$ cat src/rtl/disc_fifo.sv
// First-word-fall-through synchronous FIFO for the DiscReader acquisition path.
// Level counter tracks occupancy; sticky error flags and a read checksum support transfer integrity.
module disc_fifo #(
   parameter int WIDTH       = 8,
   parameter int ADDR_BITS   = 3,
   parameter int AFULL_LEVEL = (1 << ADDR_BITS) - 2,
   parameter int SUM_BITS    = 32
) (
   input  logic                   clock,
   input  logic                   reset,
   input  logic                   flush,
   input  logic                   wr_en,
   input  logic [WIDTH-1:0]       wr_data,
   input  logic                   rd_en,
   output logic [WIDTH-1:0]       rd_data,
   output logic                   empty,
   output logic                   full,
   output logic                   almost_full,
   output logic [ADDR_BITS:0]     level,
   output logic                   overflow,
   output logic                   underflow,
   input  logic                   err_clear,
   input  logic                   sum_clear,
   output logic [SUM_BITS-1:0]    rd_sum
);

   localparam int DEPTH   = 1 << ADDR_BITS;
   localparam int LEVEL_W = ADDR_BITS + 1;
   localparam logic [LEVEL_W-1:0] DEPTH_L = LEVEL_W'(DEPTH);
   localparam logic [LEVEL_W-1:0] AFULL_L = LEVEL_W'(AFULL_LEVEL);

   logic [WIDTH-1:0]     mem_q [DEPTH];
   logic [ADDR_BITS-1:0] wrptr_q, wrptr_d;
   logic [ADDR_BITS-1:0] rdptr_q, rdptr_d;
   logic [LEVEL_W-1:0]   level_q, level_d;
   logic [SUM_BITS-1:0]  sum_q, sum_d;
   logic                 ovf_q, ovf_d;
   logic                 udf_q, udf_d;
   logic                 push_ok, pop_ok;

   assign empty       = (level_q == '0);
   assign full        = (level_q == DEPTH_L);
   assign almost_full = (level_q >= AFULL_L);
   assign level       = level_q;
   assign overflow    = ovf_q;
   assign underflow   = udf_q;
   assign rd_sum      = sum_q;
   assign rd_data     = empty ? '0 : mem_q[rdptr_q];

   // Pop is decided first so a full FIFO can accept a push in the same cycle.
   assign pop_ok  = rd_en && !empty && !flush;
   assign push_ok = wr_en && (!full || pop_ok) && !flush;

   always_comb begin
      wrptr_d = wrptr_q;
      rdptr_d = rdptr_q;
      level_d = level_q;
      sum_d   = sum_clear ? '0 : sum_q;
      ovf_d   = (ovf_q && !err_clear) || (wr_en && !push_ok && !flush);
      udf_d   = (udf_q && !err_clear) || (rd_en && !pop_ok && !flush);

      if (flush) begin
         wrptr_d = '0;
         rdptr_d = '0;
         level_d = '0;
         sum_d   = '0;
      end else begin
         if (push_ok) wrptr_d = wrptr_q + ADDR_BITS'(1);
         if (pop_ok) begin
            rdptr_d = rdptr_q + ADDR_BITS'(1);
            sum_d   = sum_d + SUM_BITS'(rd_data);
         end
         if (push_ok && !pop_ok)      level_d = level_q + LEVEL_W'(1);
         else if (pop_ok && !push_ok) level_d = level_q - LEVEL_W'(1);
      end
   end

   always_ff @(posedge clock) begin
      if (!reset) begin
         wrptr_q <= '0;
         rdptr_q <= '0;
         level_q <= '0;
         sum_q   <= '0;
         ovf_q   <= 1'b0;
         udf_q   <= 1'b0;
      end else begin
         wrptr_q <= wrptr_d;
         rdptr_q <= rdptr_d;
         level_q <= level_d;
         sum_q   <= sum_d;
         ovf_q   <= ovf_d;
         udf_q   <= udf_d;
      end
   end

   // Storage carries no reset; reset and flush only move the pointers.
   always_ff @(posedge clock) begin
      if (reset && push_ok) mem_q[wrptr_q] <= wr_data;
   end

endmodule

$ cat config.mk
export PLATFORM = sky130hd
export DESIGN_NAME = disc_fifo
export DESIGN_NICKNAME = d
export VERILOG_FILES = /design/src/rtl/disc_fifo.sv
export SDC_FILE = /design/constraint.sdc
export NUM_CORES = 1
export LEC_CHECK = 0
export CORE_MARGIN = 2
export CORE_UTILIZATION = 48
export DETAILED_ROUTE_END_ITERATION = 7
export GPL_ROUTABILITY_DRIVEN = 0
export GPL_TIMING_DRIVEN = 0
export HOLD_SLACK_MARGIN = 0.05
export PLACE_DENSITY = 0.66
export SYNTH_ARGS = -nofsm -noshare
export SYNTH_HDL_FRONTEND = slang
export SYNTH_SLANG_ARGS = --single-unit
$ cat constraint.sdc
create_clock -name clock -period 4 [get_ports clock]
set_clock_uncertainty 0.05 [all_clocks]
set_input_delay 0.6 -clock clock [delete_from_list [all_inputs] [get_ports clock]]
set_output_delay 0.6 -clock clock [all_outputs]
set_load 0.02 [all_outputs]
## Word level (Yosys, flattened, before mapping)

Memories as Yosys holds them, arrays and structs flattened. A register that Yosys moved wholly into a read port is not among the register bits.
Index checks and enable logic that the tools add are counted.
W data, S select, Z words.

| cells by class | value |
|---|---|
| $add $sub $neg | 5 |
| multipliers | 0 |
| divide/modulo/power cells | 0 |
| magnitude comparators | 1 |
| equal/unequal tests | 1 |
| shift-type cells | 0 |
| mux-type cells | 9 |
| bitwise gates (word level) | 1 |
| reductions and logical operators | 25 |

Operators with widths:

| kind | count |
|---|---|
| $mux W32 | 2 |
| $add A32 B8 Y32 | 1 |
| $logic_and A1 B1 Y1 | 13 |
| $mux W4 | 2 |
| $mux W8 | 1 |
| $add A3 B1 Y3 const B | 2 |
| $logic_not A1 Y1 | 6 |
| $mux W3 | 2 |
| $add A4 B1 Y4 const B | 1 |
| $eq A4 B4 Y1 const B | 1 |
| $ge A4 B3 Y1 const B | 1 |
| $logic_not A4 Y1 | 1 |
| $sub A4 B1 Y4 const B | 1 |
| $logic_or A1 B1 Y1 | 3 |
| $mux W1 | 2 |
| $reduce_bool A2 Y1 | 1 |
| $reduce_or A2 Y1 | 1 |
| $not A1 Y1 | 1 |

| storage, ports and cells | value |
|---|---|
| flip-flop bits (word level) | 44 |
| latch bits | 0 |
| memory bits (writable) | 64 |
| memory bits (read-only) | 0 |
| input bits | 15 |
| output and inout bits | 49 |
| logic and storage cells | 49 |
| memories | 1 |

Memory list:

| memory | depth | width | read ports | clocked after memory_dff | wr ports | RTL line | RTL |
|---|---|---|---|---|---|---|---|
| mem_q | 8 | 8 | 1 | 1 | 1 | 32 | `logic [WIDTH-1:0] mem_q [DEPTH];` |

## Longest topological paths before layout

| depth | value |
|---|---|
| depth in word-level cells | 11 |
| depth in mapped cells | 15 |
| gate-level depth less buffers | 12 |

## Worst setup path after synthesis

OpenSTA, ideal clock, no wires.

| timing path | value |
|---|---|
| kind | register to register |
| start | reg with a tool-made name |
| end | reg sum_q[12], in the netlist rd_sum[12] |
| library setup time | 0.070 ns |
| arrival | 3.343 ns |
| required time | 3.880 ns |
| setup slack | 0.537 ns |
| stages on the path, launching flop included | 15 |
| path buffers | 3 |
| clock period less this slack | 3.463 ns |
| cell sequence | dfxtp_1 clkbuf_1 clkbuf_1 mux4_2 mux2i_1 nor2_1 ha_1 inv_1 fa_1 nor2b_4 o31a_1 o31ai_2 buf_4 or4_1 a21oi_1 |

RTL lines:

| element | RTL line | RTL |
|---|---|---|
| end signal: assignment | 90 | `sum_q <= sum_d;` |
| end: declaration | 36 | `logic [SUM_BITS-1:0] sum_q, sum_d;` |

==> results.toml <==
[sta]
rsz_0062_raised_after_global_routing = "false"
final_max_slew_viol_count = 0
finalWorstPathRequiredPeriod_ns = 3.75
setup_violations = 0
tightestPinTransition_ns = 0.929
worst_slew_margin_rel_pct = 37.9
fin_tns_setup_ns = 0
period_share_pct = 93.7
max_freq_mhz = 267
timing_hold_violations_final = 0

[finish]
area.growth.synth_to_final_pct = 19.5
fin_nets = 550
num_antenna_cells = 0
area.sequential_um2 = 2860
finalInstanceArea_um2 = 6290
final.fill_count = 887
area_of_the_multi_input_gates_um2 = 2270
final_layout_size_suffix_gt1_share_pct = 11.3
final_cell_count_no_fill = 664

[global_route]
grt_start_max_net_pins = 19
grt.total_usage_pct = 21.8
grt_pass1_vias = 3668
number_of_antenna_violations_at_the_first_check_in_global_routing = 0
global_route_wire_length_before_repair_um = 19300
grt.overflow.total = 0

[power_and_ir_drop]
vdd_ir_drop_max_v = 0.000167
leakage_nw = 2.05
power_density_nw_per_um2 = 323
total_chip_power_mw = 2.03

[routing]
detail_route.drc_violations = 0
via_per_inst = 5.75
drt_first_iter_violations = 241
route.vias.total = 3817
post_drt_wl_per_cell_um = 18.2
totalWireLength_um = 12100
drtPass1Iterations = 5
ant_nets = 0

[clocking]
clkSinkCount = 111
clock_tree.root_cell = "sky130_fd_sc_hd__clkbuf_8"
post_cts_setup_buffer_count = 0
cts_inserted_buffers = 9
htree_levels = 3
tritoncts_clock_tree = "done"
path_clk_slew_ns = 0.10
clock_path_buffers = 2
postCtsHoldBufs = 0
clk-insertion-delay-late_ns = 0.38

[placement]
port_buffers = 63
placed_area_um2 = 6080
dpl.hpwl_um = 8760
dp_cells = 648

[floorplanning]
die_w_um = 109
floorplan.initialDensity_pct = 48.8
fp.dieH_um = 109
floorplan.core_area_um2 = 10800
die_area_um2 = 11800
placementRows = 38
ios = 64

[yosys]
postSynthCellCount = 444
syn-num-nets = 474
synth_top_flop_cell = "sky130_fd_sc_hd__edfxtp_1"
synth.distinct_cells = 55
count_of_flip_flops_with_a_built_in_enable_after_synthesis = 64
netlist_area_um2 = 5260
yosys_warnings = 0
ys_seq_elements = 111
synth.yosys.seq_area_share_pct = 54.4
synthesis.area_per_instance_um2 = 11.9
postSynth.asyncResetShare_pct = 0

[setup_path]
path_cells = "clkbuf_1, clkbuf_2, mux4_2, mux2i_1, nor2_1, ha_1, inv_1, fa_1, nor2b_4, o31a_1, o31ai_4, buf_4, or4_1, a21oi_1"
cp_slowest_stage_delay_ns = 0.48
crit_path_end_kind = "register"
top_fanout_value_on_the_critical_path = 10
timing.critical_path.slowest_stage_cell = "sky130_fd_sc_hd__or4_1"
required_ns = 4.26
worstSetupStartpointType = "register"
timing_worst_setup_path_type = "reg2reg"
worst_ep_arrival_time_ns = 4.01

[job]
timing.max_cap.violations = 0

[hold_path]
min-delay-path-class = "reg2reg"
hold_path.startpoint = "underflow$_SDFF_PN0_"

[status]
status = "finished, final reports clean"
[through the flow]
stage	utilization [%]	hold slack, ns	setup WS [ns]
3_5_place_dp	56.4	0.436	-0.327
4_1_cts	57.9	0.456	0.0297
5_1_grt	58.3	0.487	0.0233
3_3_place_gp	56.2	0.420	-0.245
2_1_floorplan	-	0.404	0.537
6_report	58.3	0.450	0.253
[routing by layer]
metal  track usage, %  vias to the layer above  part of all wire (%)
li1                 -                     1824                     -
met1             31.7                     1846                    47
met2             33.6                      133                    46
met3             4.12                       14                   6.4
met4             6.14                        0                   1.1
met5                0                        -                     0
[state kept, by name (all words and copies together) (netlist names), named ones only]
| name | flops |
|---|---|
| rdptr_q | 3 |
| mem_q | 64 |
| overflow | 1 |
| level | 4 |
| wrptr_q | 3 |
| rd_sum | 32 |
| underflow | 1 |
[repair_timing]
item | CTS | global route
endpoints found under the setup margin | 10 | 17
gates resized for setup | 1 | 6
cloned | 0 | 0
[power breakdown]
group          total, mW  internal, mW  leakage, nW  switching (mW)
combinational      0.195        0.0809         1.00           0.114
sequential          1.22          1.21        0.956         0.00780
clock              0.616         0.228       0.0879           0.388
[cell type report]
cell class                      instances  share of cell area (%)
Tap cell                              140                    2.78
Timing Repair Buffer                   65                    10.2
Multi-Input combinational cell        298                    36.0
Inverter                               14                   0.875
Sequential cell                       111                    45.5
Clock inverter                          6                   0.696
Clock buffer                            9                    1.97
Buffer                                 21                    1.91
[critical path: cells and delay by family (launching register included)]
family          cells  cell delay, ns
compound gates      3            0.51
mux                 2            0.31
simple gates        3            0.83
buf+inv             4            1.02
flops               1            0.32
fa+ha+maj           2            0.62
[kinds of logic after synthesis]
| kind of cell | synth area share [%] |
|---|---|
| xor gates and xnor gates | 1.33 |
| AOI/OAI and AO/OA | 9.82 |
| adders and majority gates | 3.85 |
| and+or+nand+nor | 16.4 |
| buffers and inverters | 3.23 |
| muxes | 11.0 |
| DFF | 54.4 |
[placed cells by master (no fill, tap or decap), types with 2 or more instances in the layout]
cell,Yosys,routed
sky130_fd_sc_hd__ha_1,13,13
sky130_fd_sc_hd__a211oi_1,4,3
sky130_fd_sc_hd__nand2_1,33,33
sky130_fd_sc_hd__buf_2,5,5
sky130_fd_sc_hd__nor4_1,3,2
sky130_fd_sc_hd__buf_1,2,2
sky130_fd_sc_hd__inv_1,13,13
sky130_fd_sc_hd__fa_1,2,2
sky130_fd_sc_hd__nand3_1,10,10
sky130_fd_sc_hd__or4_1,8,8
sky130_fd_sc_hd__mux4_2,16,16
sky130_fd_sc_hd__dfxtp_1,47,47
sky130_fd_sc_hd__nand4_1,6,6
sky130_fd_sc_hd__edfxtp_1,64,64
sky130_fd_sc_hd__and3_1,5,5
sky130_fd_sc_hd__mux2i_1,22,22
sky130_fd_sc_hd__a211o_1,3,3
sky130_fd_sc_hd__clkdlybuf4s50_1,0,63
sky130_fd_sc_hd__a21oi_1,34,34
sky130_fd_sc_hd__nor3_2,1,4
sky130_fd_sc_hd__nand3b_1,3,3
sky130_fd_sc_hd__nor2_1,31,31
sky130_fd_sc_hd__clkbuf_2,0,2
sky130_fd_sc_hd__o21ai_0,16,16
sky130_fd_sc_hd__xor2_1,3,3
sky130_fd_sc_hd__clkbuf_8,0,9
sky130_fd_sc_hd__o31ai_1,8,8
sky130_fd_sc_hd__inv_6,0,3
sky130_fd_sc_hd__or3_1,13,13
sky130_fd_sc_hd__buf_4,3,5
sky130_fd_sc_hd__nor3b_1,2,2
sky130_fd_sc_hd__a21o_1,7,7
sky130_fd_sc_hd__xnor2_1,5,5
sky130_fd_sc_hd__clkbuf_1,9,7
sky130_fd_sc_hd__nand2b_1,11,11
sky130_fd_sc_hd__nor3_1,9,6
sky130_fd_sc_hd__nor2b_1,11,11
[Yosys cell counts, types with 3 or more instances]
cell type,count,area [µm²]
sky130_fd_sc_hd__a211o_1,3,26.3
sky130_fd_sc_hd__a211oi_1,4,30.0
sky130_fd_sc_hd__a21o_1,7,52.6
sky130_fd_sc_hd__a21oi_1,34,170
sky130_fd_sc_hd__and3_1,5,31.3
sky130_fd_sc_hd__buf_2,5,25.0
sky130_fd_sc_hd__buf_4,3,22.5
sky130_fd_sc_hd__clkbuf_1,9,33.8
sky130_fd_sc_hd__dfxtp_1,47,941
sky130_fd_sc_hd__edfxtp_1,64,1920
sky130_fd_sc_hd__ha_1,13,163
sky130_fd_sc_hd__inv_1,13,48.8
sky130_fd_sc_hd__mux2i_1,22,220
sky130_fd_sc_hd__mux4_2,16,360
sky130_fd_sc_hd__nand2_1,33,124
sky130_fd_sc_hd__nand2b_1,11,68.8
sky130_fd_sc_hd__nand3_1,10,50.1
sky130_fd_sc_hd__nand3b_1,3,22.5
sky130_fd_sc_hd__nand4_1,6,37.5
sky130_fd_sc_hd__nor2_1,31,116
sky130_fd_sc_hd__nor2b_1,11,68.8
sky130_fd_sc_hd__nor3_1,9,45.0
sky130_fd_sc_hd__nor4_1,3,18.8
sky130_fd_sc_hd__o21ai_0,16,80.1
sky130_fd_sc_hd__o31ai_1,8,60.1
sky130_fd_sc_hd__or3_1,13,81.3
sky130_fd_sc_hd__or4_1,8,60.1
sky130_fd_sc_hd__xnor2_1,5,43.8
sky130_fd_sc_hd__xor2_1,3,26.3
[worst paths after layout]
| path | end | slack (ns) | depth (start not counted) |
|---|---|---|---|
| setup reg to reg | rd_sum[22]$_SDFF_PP0_ | 0.25 | 14 |
| hold reg to reg | underflow$_SDFF_PN0_ | 0.45 | 2 |
| setup / recovery | rd_sum[22]$_SDFF_PP0_ | 0.25 | 14 |
| hold / removal | underflow$_SDFF_PN0_ | 0.45 | 2 |
Power figures use the tool's default switching activity.
